==> config.mk <==
export PLATFORM = sky130hd
export DESIGN_NAME = tx_os_arbiter
export DESIGN_NICKNAME = d
export VERILOG_FILES = /design/src/rtl/tx_os_pkg.sv /design/src/rtl/tx_os_skp_timer.sv /design/src/rtl/tx_os_arbiter.sv
export SDC_FILE = /design/constraint.sdc
export NUM_CORES = 1
export LEC_CHECK = 0
export CORE_ASPECT_RATIO = 0.9
export CORE_MARGIN = 2
export CORE_UTILIZATION = 30
export CTS_BUF_LIST = sky130_fd_sc_hd__clkbuf_2
export CTS_CLUSTER_DIAMETER = 150
export DETAILED_ROUTE_END_ITERATION = 10
export PLACE_DENSITY = 0.63
export SYNTH_ARGS = -nofsm -noshare
export SYNTH_HDL_FRONTEND = slang
export SYNTH_SLANG_ARGS = --single-unit
==> constraint.sdc <==
create_clock -name PCLK -period 2.7 [get_ports PCLK]
set_input_delay 0.675 -clock PCLK [delete_from_list [all_inputs] [get_ports PCLK]]
set_output_delay 0.675 -clock PCLK [all_outputs]
set_load 0.02 [all_outputs]
==> src/rtl/tx_os_pkg.sv <==
// Shared constants, state encoding and width helpers for the TX ordered-set arbiter.
package tx_os_pkg;

  localparam logic [7:0] COM_SYM = 8'hBC;
  localparam logic [7:0] SKP_SYM = 8'h1C;

  typedef enum logic [1:0] {
    IDLE = 2'd0,
    DATA = 2'd1,
    SKP  = 2'd2
  } tx_state_e;

  // Bytes per word for a gasket width; anything unrecognised behaves as 8-bit.
  function automatic logic [2:0] bpw_of(input logic [5:0] width);
    case (width)
      6'd16:   return 3'd2;
      6'd32:   return 3'd4;
      default: return 3'd1;
    endcase
  endfunction

  function automatic logic [31:0] data_mask(input logic [2:0] bpw);
    case (bpw)
      3'd4:    return 32'hFFFF_FFFF;
      3'd2:    return 32'h0000_FFFF;
      default: return 32'h0000_00FF;
    endcase
  endfunction

  function automatic logic [3:0] k_mask(input logic [2:0] bpw);
    case (bpw)
      3'd4:    return 4'hF;
      3'd2:    return 4'h3;
      default: return 4'h1;
    endcase
  endfunction

endpackage

==> src/rtl/tx_os_skp_timer.sv <==
// Symbol counter that advances by bytes-per-word and flags when a SKP set is due.
module tx_skp_timer #(
  parameter int unsigned SKP_INTERVAL = 1180,
  parameter int unsigned CNT_W        = 12
) (
  input  logic       clk,
  input  logic       rst_n,
  input  logic       clr,
  input  logic       adv,
  input  logic [2:0] inc,
  output logic       skp_due_c
);

  logic [CNT_W-1:0] cnt_q;
  logic [CNT_W:0]   sum_c;

  assign sum_c     = {1'b0, cnt_q} + (CNT_W+1)'(inc);
  assign skp_due_c = sum_c >= (CNT_W+1)'(SKP_INTERVAL);

  // Counter restarts on every SKP entry, so it never wraps.
  always_ff @(posedge clk) begin
    if (!rst_n) begin
      cnt_q <= '0;
    end else if (clr || (adv && skp_due_c)) begin
      cnt_q <= '0;
    end else if (adv) begin
      cnt_q <= sum_c[CNT_W-1:0];
    end
  end

endmodule

==> src/rtl/tx_os_arbiter.sv <==
// Muxes MAC words and periodic SKP ordered sets onto the TX gasket input.
// Define SKP_COUNT_EN to add the saturating Skp_Count output.
module tx_os_arbiter
  import tx_os_pkg::*;
#(
  parameter int unsigned SKP_INTERVAL = 1180,
  parameter int unsigned CNT_W        = 12
) (
  input  logic        PCLK,
  input  logic        Reset_n,
  input  logic        Link_En,
  input  logic [5:0]  DataBusWidth,
  input  logic [31:0] MAC_TX_Data,
  input  logic [3:0]  MAC_TX_DataK,
  input  logic        MAC_Valid,
  output logic        MAC_Ready,
  output logic [31:0] Gsk_TX_Data,
  output logic [3:0]  Gsk_TX_DataK,
  output logic        Gsk_Data_En,
  output logic        Skp_Active
`ifdef SKP_COUNT_EN
  ,
  output logic [15:0] Skp_Count
`endif
);

  tx_state_e   state_q, state_d;
  logic [2:0]  bpw_q, bpw_d;
  logic [1:0]  skp_idx_q, skp_idx_d;
  logic [31:0] data_d;
  logic [3:0]  k_d;
  logic        en_d, act_d;
  logic        cnt_adv, cnt_clr, skp_due_c, skp_last_c, skp_start_c;
  logic [31:0] skp_word_c;

  tx_skp_timer #(
    .SKP_INTERVAL(SKP_INTERVAL),
    .CNT_W       (CNT_W)
  ) u_timer (
    .clk      (PCLK),
    .rst_n    (Reset_n),
    .clr      (cnt_clr),
    .adv      (cnt_adv),
    .inc      (bpw_q),
    .skp_due_c(skp_due_c)
  );

  assign MAC_Ready = (state_q == DATA);

  // COM leads the set; every later symbol position carries SKP.
  assign skp_word_c = {SKP_SYM, SKP_SYM, SKP_SYM, (skp_idx_q == 2'd0) ? COM_SYM : SKP_SYM};

  always_comb begin
    case (bpw_q)
      3'd4:    skp_last_c = 1'b1;
      3'd2:    skp_last_c = (skp_idx_q == 2'd1);
      default: skp_last_c = (skp_idx_q == 2'd3);
    endcase
  end

  always_ff @(posedge PCLK) begin
    if (!Reset_n) begin
      state_q      <= IDLE;
      bpw_q        <= 3'd1;
      skp_idx_q    <= 2'd0;
      Gsk_TX_Data  <= '0;
      Gsk_TX_DataK <= '0;
      Gsk_Data_En  <= 1'b0;
      Skp_Active   <= 1'b0;
    end else begin
      state_q      <= state_d;
      bpw_q        <= bpw_d;
      skp_idx_q    <= skp_idx_d;
      Gsk_TX_Data  <= data_d;
      Gsk_TX_DataK <= k_d;
      Gsk_Data_En  <= en_d;
      Skp_Active   <= act_d;
    end
  end

  always_comb begin
    state_d   = state_q;
    bpw_d     = bpw_q;
    skp_idx_d = 2'd0;
    data_d    = '0;
    k_d       = '0;
    en_d      = 1'b0;
    act_d     = 1'b0;
    cnt_adv   = 1'b0;
    cnt_clr   = 1'b1;
    if (!Link_En) begin
      state_d = IDLE;
    end else begin
      case (state_q)
        IDLE: begin
          state_d = DATA;
          bpw_d   = bpw_of(DataBusWidth);
        end
        DATA: begin
          en_d    = 1'b1;
          cnt_adv = 1'b1;
          cnt_clr = 1'b0;
          if (MAC_Valid) begin
            data_d = MAC_TX_Data & data_mask(bpw_q);
            k_d    = MAC_TX_DataK & k_mask(bpw_q);
          end
          if (skp_due_c) state_d = SKP;
        end
        SKP: begin
          en_d      = 1'b1;
          act_d     = 1'b1;
          data_d    = skp_word_c & data_mask(bpw_q);
          k_d       = k_mask(bpw_q);
          skp_idx_d = skp_idx_q + 2'd1;
          if (skp_last_c) begin
            state_d   = DATA;
            skp_idx_d = 2'd0;
          end
        end
        default: state_d = IDLE;
      endcase
    end
  end

  assign skp_start_c = Link_En && (state_q == DATA) && skp_due_c;

`ifdef SKP_COUNT_EN
  always_ff @(posedge PCLK) begin
    if (!Reset_n) begin
      Skp_Count <= '0;
    end else if (skp_start_c && (Skp_Count != 16'hFFFF)) begin
      Skp_Count <= Skp_Count + 16'd1;
    end
  end
`else
  logic unused_skp_start;
  assign unused_skp_start = skp_start_c;
`endif

endmodule

* Word-level counts from Yosys, hierarchy flattened *
Cells that the tools add are included.

storage, ports and cells
  output and inout port bits = 39
  register bits after elaboration = 57
  input port bits = 46
  word-level logic and storage cells = 63

cells by class
  equal/unequal tests = 10
  mux-type cells = 26
  magnitude comparators = 1
  $add $sub $neg = 2
  bitwise operators = 6
  reduce and logical (&&, ||, !) cells = 10

operators by type and width
  kind                                                                                    count
  32-bit two-way mux                                                                      6
  32-bit case mux with 2 select lines                                                     2
  29-bit by 32-bit bitwise AND with 32-bit output                                         1
  32-bit bitwise AND                                                                      1
  4-bit two-way mux                                                                       4
  4-bit case mux with 2 select lines                                                      2
  12-bit by 3-bit adder with 13-bit output                                                1
  13-bit by 11-bit greater-or-equal comparator with 1-bit output (second input constant)  1
  8-bit two-way mux                                                                       1
  6-bit by 5-bit == test with 1-bit output (second input constant)                        1
  6-bit == test (second input constant)                                                   1
  1-bit two-way mux                                                                       6
  2-bit case mux with 3 select lines                                                      1
  3-bit case mux with 2 select lines                                                      1
  2-bit AND reduction                                                                     3
  4-bit bitwise AND                                                                       1
  2-bit by 1-bit == test with 1-bit output (second input constant)                        2
  2-bit == test (second input constant)                                                   2
  2-bit logical NOT                                                                       2
  2-bit two-way mux                                                                       2
  2-bit OR reduction                                                                      2
  4-bit OR reduction                                                                      1
  3-bit by 2-bit == test with 1-bit output (second input constant)                        1
  3-bit == test (second input constant)                                                   1
  other kinds (7)                                                                         9

* Depth between registers and ports, before layout *
Gate-level depths: netlist of run 1.

  word-level depth = 8
  depth in mapped cells = 9
  gate-level depth less buffers = 8

* Hierarchy *
Synthesis of run 1 repeated with hierarchy kept, for this count alone.

second synthesis, totals
  cell total of the unflattened synthesis = 271
  area, all modules = 2521.2 um2

modules (own cells, without submodules)
  module         sequential area each (um2)  instances  cells an instance  area each (um2)
  tx_os_arbiter  900.9                       1          159                1572.8
  tx_skp_timer   240.2                       1          112                948.4

* Worst setup path before layout of run 1 *
Ideal clock, no wire load.

  kind = register to register
  start point = register bpw_q[0]
  end point = register u_timer.cnt_q[5]
  cell stages (with the launch flop) = 10
  period minus slack after synthesis = 2.411 ns
  setup time = 0.064 ns
  setup slack = 0.289 ns
  path buffers = 1
  required time = 2.636 ns
  arrival = 2.347 ns
  path through = dfxtp_1 ha_1 fa_1 a21oi_4 nor3_2 or3_1 a22o_1 a221o_1 buf_6 nor2_1

on the way
  cells in the longest elaborated chain, start to end = 5

ends and longest elaborated chain
  element                                                         line                   RTL
  start: declaration                                              tx_os_arbiter.sv:28    logic [2:0] bpw_q, bpw_d;
  start signal: assignment                                        tx_os_arbiter.sv:72    bpw_q <= bpw_d;
  12-bit by 3-bit adder with 13-bit output (*)                    tx_os_skp_timer.sv:17  assign sum_c = {1'b0, cnt_q} + (CNT_W+1)'(inc);
  13-bit by 11-bit greater-or-equal comparator with 1-bit output  tx_os_skp_timer.sv:18  assign skp_due_c = sum_c >= (CNT_W+1)'(SKP_INTERVAL);
  1-bit logical AND                                               tx_os_skp_timer.sv:24  end else if (clr || (adv && skp_due_c)) begin
  1-bit logical OR                                                tx_os_skp_timer.sv:24
  2-bit OR reduction (no line)                                    --
  end signal: assignment                                          tx_os_skp_timer.sv:27  cnt_q <= sum_c[CNT_W-1:0];
  end: declaration                                                tx_os_skp_timer.sv:14  logic [CNT_W-1:0] cnt_q;

Mark *: on every way between the ends. The rest lies on a longest branch, timed or not.
A chain may end at the register's enable or synchronous reset.

* Worst setup path in the final report of run 1 *
  start point = register bpw_q[0]
  end point = register u_timer.cnt_q[7]

Same word-level chain as after synthesis.

==> metrics, run 1 <==
Core ar.=0.00747 mm^2; Detail Route Antenna Nets=0; routed vias/inst=approximately 4.5; Crit path max-delay family=compound AO/OA/AOI/OAI gates; Rel. slew slack=0.544; syn nets=301; mean cell area of the mapped netlist=just over 9 um^2; Die Y-Extent=87.0 um; number of buffers created by CTS=9; Final Hold Viols=0; layout cells sized above 1=0.0904; final setup vio count=0; via count=1,969; CP Class=flop to flop; max incr delay on CP=between 0.4 and 0.5 ns; type of origin of the critical path=flop; grt ovf=0; non-filler instance count after layout=439; total track usage=0.127; clock tree buffer depth=2; CTS tree=done; Clk pin slew, worst setup/hold paths=0.16 ns; Power Density=445 mW/mm^2; status=completed; nets=394; fill cell count=754; Primary FF master, synth=dfxtp_1; Starting Density=0.307; leak pwr=roughly 1.3 nW; CP Buf/Inv Count=1; RSZ-0062 raised after global routing=no; Die Footprint=0.00837 mm^2; CP arrival=between 2 and 3 ns; Clock Skew=0.0245 ns; Post-CTS Hold Fix Bufs=0; detailed placer's ending HPWL=4030 um; Max Cap Viol=0; f_max=0.386 GHz; asr flop ratio synth=0; largest net degree at the start of global routing=21; Routed WL per cell=11.9 um; Synth warnings=0; worst slew pin tran=0.684 ns; Max Slew Vio Count=0; Sink Count=between 50 and 60; CP Max Fanout=7; H-tree depth=3; Critical Path RT=3.10 ns; Remaining DRCs=0; Worst VDD drop=240 uV; detailed-router iteration count before antenna repair=4; register area share after synthesis=0.497; routed wire length=5210 um; antenna fix cells=0; 1st-iter DRT viols=55; Area Growth Syn to Fin=47.2%; crit path time final=2.59 ns; Tot Pwr=0.00150 W; post-cts resize count=0; CP cell instances=ha_1 -> fa_1 -> a21oi_4 -> nor3_2 -> or3_1 -> a22o_1 -> a221o_1 -> buf_4 -> nor2_1; clock root buffer=clkbuf_2; Post-Place Cells=424; Setup Buffers After CTS=0; TNS Setup=0 ns; Post-Synthesis Cells=246; crit path max-delay cell type=fa_1; io pins=between 80 and 90; unique cell type count in the Yosys netlist=46; class of the worst hold path=flop to flop; commonest non-fill, non-tap cell in the layout=clkdlybuf4s50_1; Final Cycle Share=0.959; post-synth top area cell=dfxtp_1; DIE WIDTH=96.2 um; Yosys top cell area share=0.497; first-pass GRT wire length=8140 um; Clock Latency Late Sink=roughly 0.45 ns; gpl congestion=0.870; # port buffers=84; Mapped Area=0.00229 mm^2; Synth Register Bits=57; critical path capture point type=flop; num rows=30; initial antenna violation count=0; vias in the first global route=between 1,500 and 2,000; commonest cells after routing, fill and taps aside=clkdlybuf4s50_1 (84), dfxtp_1 (57), nor2_1 (30); Synth area leaders=dfxtp_1 (50%), a21oi_1 (5.7%), and2_1 (4.9%), nor2_1 (4.9%), ha_1 (4.4%); Post-synth EDFFs=0
==> state kept, by name, indices dropped and copies added, names as in the netlist <==
signal / flops
Gsk_TX_Data: 32
u_timer.cnt_q: 12
Gsk_TX_DataK: 4
bpw_q: 3
skp_idx_q: 2
state_q: 2
Gsk_Data_En: 1
Skp_Active: 1
==> per-layer routing <==
metal | share of wire | vias to the layer above | GRT usage
li1 | - | 1010 | -
met2 | 0.45 | 59 | 0.202
met5 | 0 | - | 0
met1 | 0.47 | 896 | 0.152
met3 | 0.080 | 4 | 0.0615
met4 | 0.0035 | 0 | 0.0351
==> synth_stat cells (4+ instances only) <==
master / n
nand2b_1: 4
nor2_1: 30
inv_1: 9
dfxtp_1: 57
clkbuf_1: 5
nor3_1: 4
a21oi_1: 26
and2_1: 18
nand3_1: 5
ha_1: 8
and3_1: 6
xor2_1: 8
nand2_1: 19
==> metrics by stage <==
stage	setup WS (ns)	cell area (um^2)	hold slack, ns	utilization
3_3_place_gp	0.213	3260	0.490	0.436
5_1_grt	0.00269	3380	0.537	0.452
2_1_floorplan	0.289	2290	0.468	-
3_5_place_dp	0.133	3260	0.498	0.436
6_report	0.111	3380	0.514	0.452
4_1_cts	0.0914	3360	0.516	0.450
==> path summary, 6_finish.rpt <==
check                           startpoint                to  slack [ns]  cells past startpoint
worst max-delay path              bpw_q[0]  u_timer.cnt_q[7]        0.11                      9
worst min-delay path            state_q[1]        state_q[1]        0.51                      2
worst max register to register    bpw_q[0]  u_timer.cnt_q[7]        0.11                      9
worst min register to register  state_q[1]        state_q[1]        0.51                      2
==> worst min-delay path, delay by kind of cell (launching register included) <==
kind          cells  cell delay [ns]
mux               1             0.05
flops             1             0.36
simple gates      1             0.07
==> where the power goes <==
group / internal, W / switching (W) / leakage [nW]
combinational: 0.0000897 / 0.0000559 / 0.756
sequential: 0.000848 / 0.00000374 / 0.460
clock: 0.000204 / 0.000301 / 0.0652
==> cell type report <==
cell class                 count  area (um^2)  share of cell area
sequential                    57         1140               0.338
timing repair buffer          92          901               0.267
inverter                       9         33.8              0.0100
clock buffer                   9         45.0              0.0133
tap                           96          120              0.0356
multi-input combinational    170         1080               0.319
clock inverter                 6         60.1              0.0178
==> kinds of logic (layout without fill, tap and decap cells) <==
family	after synthesis	count (layout)	synth area share
compound gates	46	46	0.131
buf+inv	19	116	0.0393
other cells	1	1	0.00163
simple gates	101	101	0.228
xor+xnor	11	11	0.0420
flops	57	57	0.497
fa+ha+maj	9	9	0.0523
mux	2	2	0.00872
No activity file was read; power rests on OpenSTA's default activity.
==> run 2: changes to the inputs <==
CORE_UTILIZATION = 46   (was 30)
PLACE_DENSITY = 0.9   (was 0.63)
==> run 2 against run 1 <==
Effect of this change:
- total power rose by 6.1%
- via count grew 4.3%
- largest cell class unchanged
- combinational power down 4%
- register-to-register slack gained 0.03 ns
==> metrics, run 2 (synthesis results as in run 1) <==
status=completed; clock tree buffer depth=2 (unchanged); vias in the first global route=1,966 (+8.8%); number of buffers created by CTS=9 (unchanged); worst slew pin tran=0.684 ns (-0.0000324 ns); Clock Skew=0.0201 ns (-0.00440 ns); Die Y-Extent=71.0 um (-18%); Detail Route Antenna Nets=0 (unchanged); Final Cycle Share=0.948 (-0.0112); type of origin of the critical path=flop; Starting Density=0.475 (+0.167); gpl congestion=0.840 (-3.4%); Rel. slew slack=0.544 (about the same); switching share of power=0.222 (-0.0181); commonest cells after routing, fill and taps aside=clkdlybuf4s50_1 (84), dfxtp_1 (57), nor2_1 (30); Sink Count=57 (unchanged); Remaining DRCs=0 (unchanged); Core ar.=0.00483 mm^2 (-35%); Setup Buffers After CTS=0 (unchanged); total track usage=0.203 (+0.0758); grt ovf=0 (unchanged); CP Class=flop to flop; Int Power=0.00124 W (+8.6%); RSZ-0062 raised after global routing=no; commonest non-fill, non-tap cell in the layout=clkdlybuf4s50_1; Worst VDD drop=304 uV (+27%); routed wire length=5430 um (+4.2%); class of the worst hold path=flop to flop; via count=2,054 (+4.3%); max FFs per register=32 (unchanged); nets=391 (-0.76%); Die Footprint=0.00557 mm^2 (-33%); TNS Setup=0 ns (unchanged); Post-CTS Hold Fix Bufs=0 (unchanged); Max Cap Viol=0 (unchanged); fill cell count=360 (-52%); final setup vio count=0 (unchanged); placed instance area=0.00320 mm^2 (-1.9%); detailed-router iteration count before antenna repair=6 (+2); Psw=0.000354 W (-1.9%); antenna fix cells=0 (unchanged); Power Density=478 mW/mm^2 (+7.3%); Routed WL per cell=13.4 um (+13%); largest registers=Gsk_TX_Data (32), u_timer.cnt_q (12), Gsk_TX_DataK (4); Util after Layout=0.690 (+0.238); Gate power share=0.088 (-0.009); Largest Register=Gsk_TX_Data; Area Growth Syn to Fin=45.5%; leak pwr=1.28 nW (-0.19%); Clk pwr share=0.378 (+0.041); num rows=24 (-20%); Final Hold Viols=0 (unchanged); clock root buffer=clkbuf_2; Critical Path RT=3.09 ns (about the same); CTS tree=done; Final Cell Area=0.00334 mm^2 (-1.1%); CP arrival=2.95 ns (-0.04 ns); crit path time final=2.56 ns (-0.0302 ns); initial antenna violation count=0 (unchanged); f_max=0.391 GHz (+1.2%); H-tree depth=3 (unchanged); largest net degree at the start of global routing=22 (+4.8%); # port buffers=84 (unchanged); layout cells sized above 1=0.0880 (-0.00240); Tot Pwr=0.00159 W (+6.1%); CP cell instances=ha_1 -> fa_2 -> xor2_1 -> a311oi_1 -> o32ai_1 -> a22o_1 -> a221o_1 -> buf_4 -> nor2_1; routed vias/inst=5.06 (+13%); max incr delay on CP=0.40 ns (-0.06 ns); detailed placer's ending HPWL=4170 um (+3.5%); Clock Latency Late Sink=0.46 ns (about the same); critical path capture point type=flop; DIE WIDTH=78.5 um (-18%); Max Slew Vio Count=0 (unchanged); crit path max-delay cell type=fa_2; Reg power frac=0.534 (-0.033); Clk pin slew, worst setup/hold paths=0.15 ns (about the same); first-pass GRT wire length=8890 um (+9.2%); io pins=85 (unchanged); 1st-iter DRT viols=103 (+87%); CP Max Fanout=7 (unchanged)
==> run 2: cell count changes in the layout (fill, tap and decap cells not counted), sizes merged <==
cell and change:
clkbuf +1, bufinv +1, buf -3, clkinvlp -1
==> run 2: per-layer routing <==
| metal | up-vias | wire length (um) | track usage | share of wire |
|---|---|---|---|---|
| met4 | 0 | 15 | 0.0526 | 0.0028 |
| met5 | - | 0 | 0 | 0 |
| met2 | 92 | 2750 | 0.363 | 0.51 |
| met1 | 950 | 2240 | 0.231 | 0.41 |
| met3 | 4 | 424 | 0.0714 | 0.078 |
| li1 | 1008 | - | - | - |
==> run 2: area by class of cell <==
class                      instances  area, um^2  area share
clock inverter                     6        82.6      0.0247
timing repair buffer              89         878       0.263
sequential                        57        1140       0.342
tap                               65        81.3      0.0244
clock buffer                      10        50.0      0.0150
multi-input combinational        170        1070       0.321
inverter                           9        33.8      0.0101
==> run 2: power by group through the flow <==
stage	Clock (W)	Sequential [W]	Combinational (W)
detailed placement	0	0.000870	0.000138
CTS	0.000620	0.000852	0.000139
global placement	0	0.000870	0.000135
global route	0.000665	0.000853	0.000153
floorplan	0	0.000872	0.0000506
finish	0.000602	0.000852	0.000140
==> run 2: through the flow <==
stage,hold slack (ns),instances,worst slack [ns]
after floorplan,0.468,246,0.289
after global placement,0.489,390,0.228
after detailed placement,0.501,390,0.117
after CTS,0.523,406,0.0672
after global routing,0.549,406,0.0404
final,0.520,406,0.141
==> run 2: path summary, 6_finish.rpt <==
path	cells past startpoint	slack (ns)	endpoint	startpoint
hold reg to reg	2	0.52	state_q[0]	state_q[0]
setup / recovery	9	0.14	u_timer.cnt_q[4]	bpw_q[0]
hold / removal	2	0.52	state_q[0]	state_q[0]
setup reg to reg	9	0.14	u_timer.cnt_q[4]	bpw_q[0]
==> run 2: critical path, delay by kind of cell, from the launching register on <==
kind	cells	cell delay (ns)
AOI/OAI and AO/OA	4	1.03
adders and majority gates	2	0.64
DFF	1	0.34
xor gates and xnor gates	1	0.19
buffers and inverters	1	0.18
and+or+nand+nor	1	0.11
==> run 2: repair_timing <==
action / CTS / global route
endpoints found under the setup margin: 0 / 11
endpoints found under the hold margin: 0 / 0
resized for setup: 0 / 2
==> run 3: changes to the inputs <==
CAP_MARGIN = 20   (was unset)
RECOVER_POWER = 50   (was unset)
==> run 3 against run 2 <==
Effect of this change:
- non-clock buffer count unchanged
- global-route usage unchanged
- clock power about the same
- first-iteration DRC count down 14%
- final area down 0.11%
==> metrics, run 3 (synthesis results as in run 1) <==
met1 Use GR=0.231 (unchanged); R2R Path Start=bpw_q[0]; Die Footprint=0.00557 mm^2 (unchanged); CP Class=flop to flop; via count=2,024 (-1.5%); largest registers=Gsk_TX_Data (32), u_timer.cnt_q (12), Gsk_TX_DataK (4); CP arrival=2.94 ns (about the same); Power Density=478 mW/mm^2 (about the same); gpl congestion=0.840 (unchanged); GRT met2 Usage=0.363 (unchanged); 1st-iter DRT viols=89 (-14%); RSZ-0062 raised after global routing=no; Critical Path RT=3.09 ns (about the same); class of the worst hold path=flop to flop; first-pass GRT wire length=8890 um (unchanged); H-tree depth=3 (unchanged); Routed WL per cell=13.3 um (-0.88%); Post-CTS Hold Fix Bufs=0 (unchanged); met3 usage=0.0714 (unchanged); r2r setup slk=0.15 ns (about the same); fill cell count=360 (unchanged); Clk pin slew, worst setup/hold paths=0.15 ns (about the same); CP Max Fanout=7 (unchanged); Final Cycle Share=0.944 (-0.00403); largest net degree at the start of global routing=22 (unchanged); Final Hold Viols=0 (unchanged); worst r2r path cells=9 (unchanged); Remaining DRCs=0 (unchanged); TNS Setup=0 ns (unchanged); Die Y-Extent=71.0 um (unchanged); Starting Density=0.475 (unchanged); area of the multi-input gates=0.00107 mm^2 (unchanged); nets=391 (unchanged); initial antenna violation count=0 (unchanged); DIE WIDTH=78.5 um (unchanged); vias in the first global route=1,966 (unchanged); end of the critical path=u_timer.cnt_q[4]; # port buffers=84 (unchanged); detailed-router iteration count before antenna repair=5 (-1); non-filler instance count after layout=406 (unchanged); detailed placer's ending HPWL=4170 um (unchanged); Rel. slew slack=0.379 (-0.165); Max Cap Viol=0 (unchanged); number of buffers created by CTS=9 (unchanged); final setup vio count=0 (unchanged); antenna fix cells=0 (unchanged); total track usage=0.203 (unchanged); FF+latch area=0.00114 mm^2 (unchanged); f_max=0.392 GHz (+0.43%); routed vias/inst=4.99 (-1.5%); grt ovf=0 (unchanged); post-cts resize count=0 (unchanged); Post-Place Cells=390 (unchanged); Worst VDD drop=304 uV (about the same); status=completed; GRT Max-Usage Layer=met2; routed wire length=5380 um (-0.88%); critical path capture point type=flop; io pins=85 (unchanged); Post-Place Setup Slack=0.117 ns (unchanged); crit path time final=2.55 ns (-0.0109 ns); clock tree buffer depth=2 (unchanged); Max Slew Vio Count=0 (unchanged); type of origin of the critical path=flop; Setup Buffers After CTS=0 (unchanged); Clock Latency Late Sink=0.46 ns (about the same); leak pwr=1.28 nW (+0.14%); commonest non-fill, non-tap cell in the layout=clkdlybuf4s50_1; Core ar.=0.00483 mm^2 (unchanged); worst slew pin tran=0.930 ns (+0.247 ns); Clock Skew=0.0188 ns (-0.00121 ns); Detail Route Antenna Nets=0 (unchanged); Area Growth Syn to Fin=45.3%; CP startpoint=bpw_q[0]; clock root buffer=clkbuf_2; num rows=24 (unchanged); PnR worst setup slack=0.152 ns (+0.0109 ns); Largest Register=Gsk_TX_Data; FF-to-FF End=u_timer.cnt_q[4]; Sink Count=57 (unchanged); layout cells sized above 1=0.0850 (-0.00293); max FFs per register=32 (unchanged); commonest cells after routing, fill and taps aside=clkdlybuf4s50_1 (78), dfxtp_1 (57), nor2_1 (30); CTS tree=done
-- run 3: power by group --
part           internal [W]  switching, W
sequential         0.000848    0.00000400
combinational     0.0000850     0.0000541
clock              0.000307      0.000295
total               0.00124      0.000353
-- run 3: worst min-delay path by stage --
| stage | from | end | slack (ns) | depth (start not counted) |
|---|---|---|---|---|
| 2_1_floorplan | state_q[1] | state_q[1] | 0.47 | 2 |
| 3_3_place_gp | state_q[1] | state_q[1] | 0.49 | 2 |
| 3_5_place_dp | state_q[1] | state_q[1] | 0.50 | 2 |
| 4_1_cts | state_q[0] | state_q[0] | 0.52 | 2 |
| 5_1_grt | state_q[1] | state_q[1] | 0.55 | 2 |
| 6_report | state_q[0] | state_q[0] | 0.52 | 2 |
-- run 3: layout make-up --
cell class / instances / share of cell area
well taps: 65 / 0.0244
flip-flops and latches: 57 / 0.342
repair buffers: 89 / 0.262
clock buffers: 10 / 0.0150
clock inverters: 6 / 0.0248
multi-input cells: 170 / 0.321
inverters: 9 / 0.0101
-- run 3: worst max-delay path, stage by stage (launching register included) --
cell	delay (ns)
dfxtp_1	0.34
ha_1	0.24
fa_2	0.40
xor2_1	0.19
a311oi_1	0.29
o32ai_1	0.17
a22o_1	0.20
a221o_1	0.37
buf_4	0.18
nor2_1	0.11
-- run 3: stage by stage --
step            util  instance area (um^2)  hold WS [ns]  total power (W)
3_3_place_gp   0.661                  3200         0.489          0.00100
2_1_floorplan      -                  2290         0.468         0.000922
3_5_place_dp   0.661                  3200         0.501          0.00101
4_1_cts        0.689                  3330         0.523          0.00161
6_report       0.690                  3330         0.520          0.00159
5_1_grt        0.690                  3330         0.549          0.00167
-- run 3: metal layers --
| metal | vias to the layer above | wire [um] | share of wire |
|---|---|---|---|
| li1 | 1007 | - | - |
| met1 | 931 | 2240 | 0.42 |
| met2 | 79 | 2700 | 0.50 |
| met3 | 7 | 414 | 0.077 |
| met4 | 0 | 28 | 0.0052 |
| met5 | - | 0 | 0 |
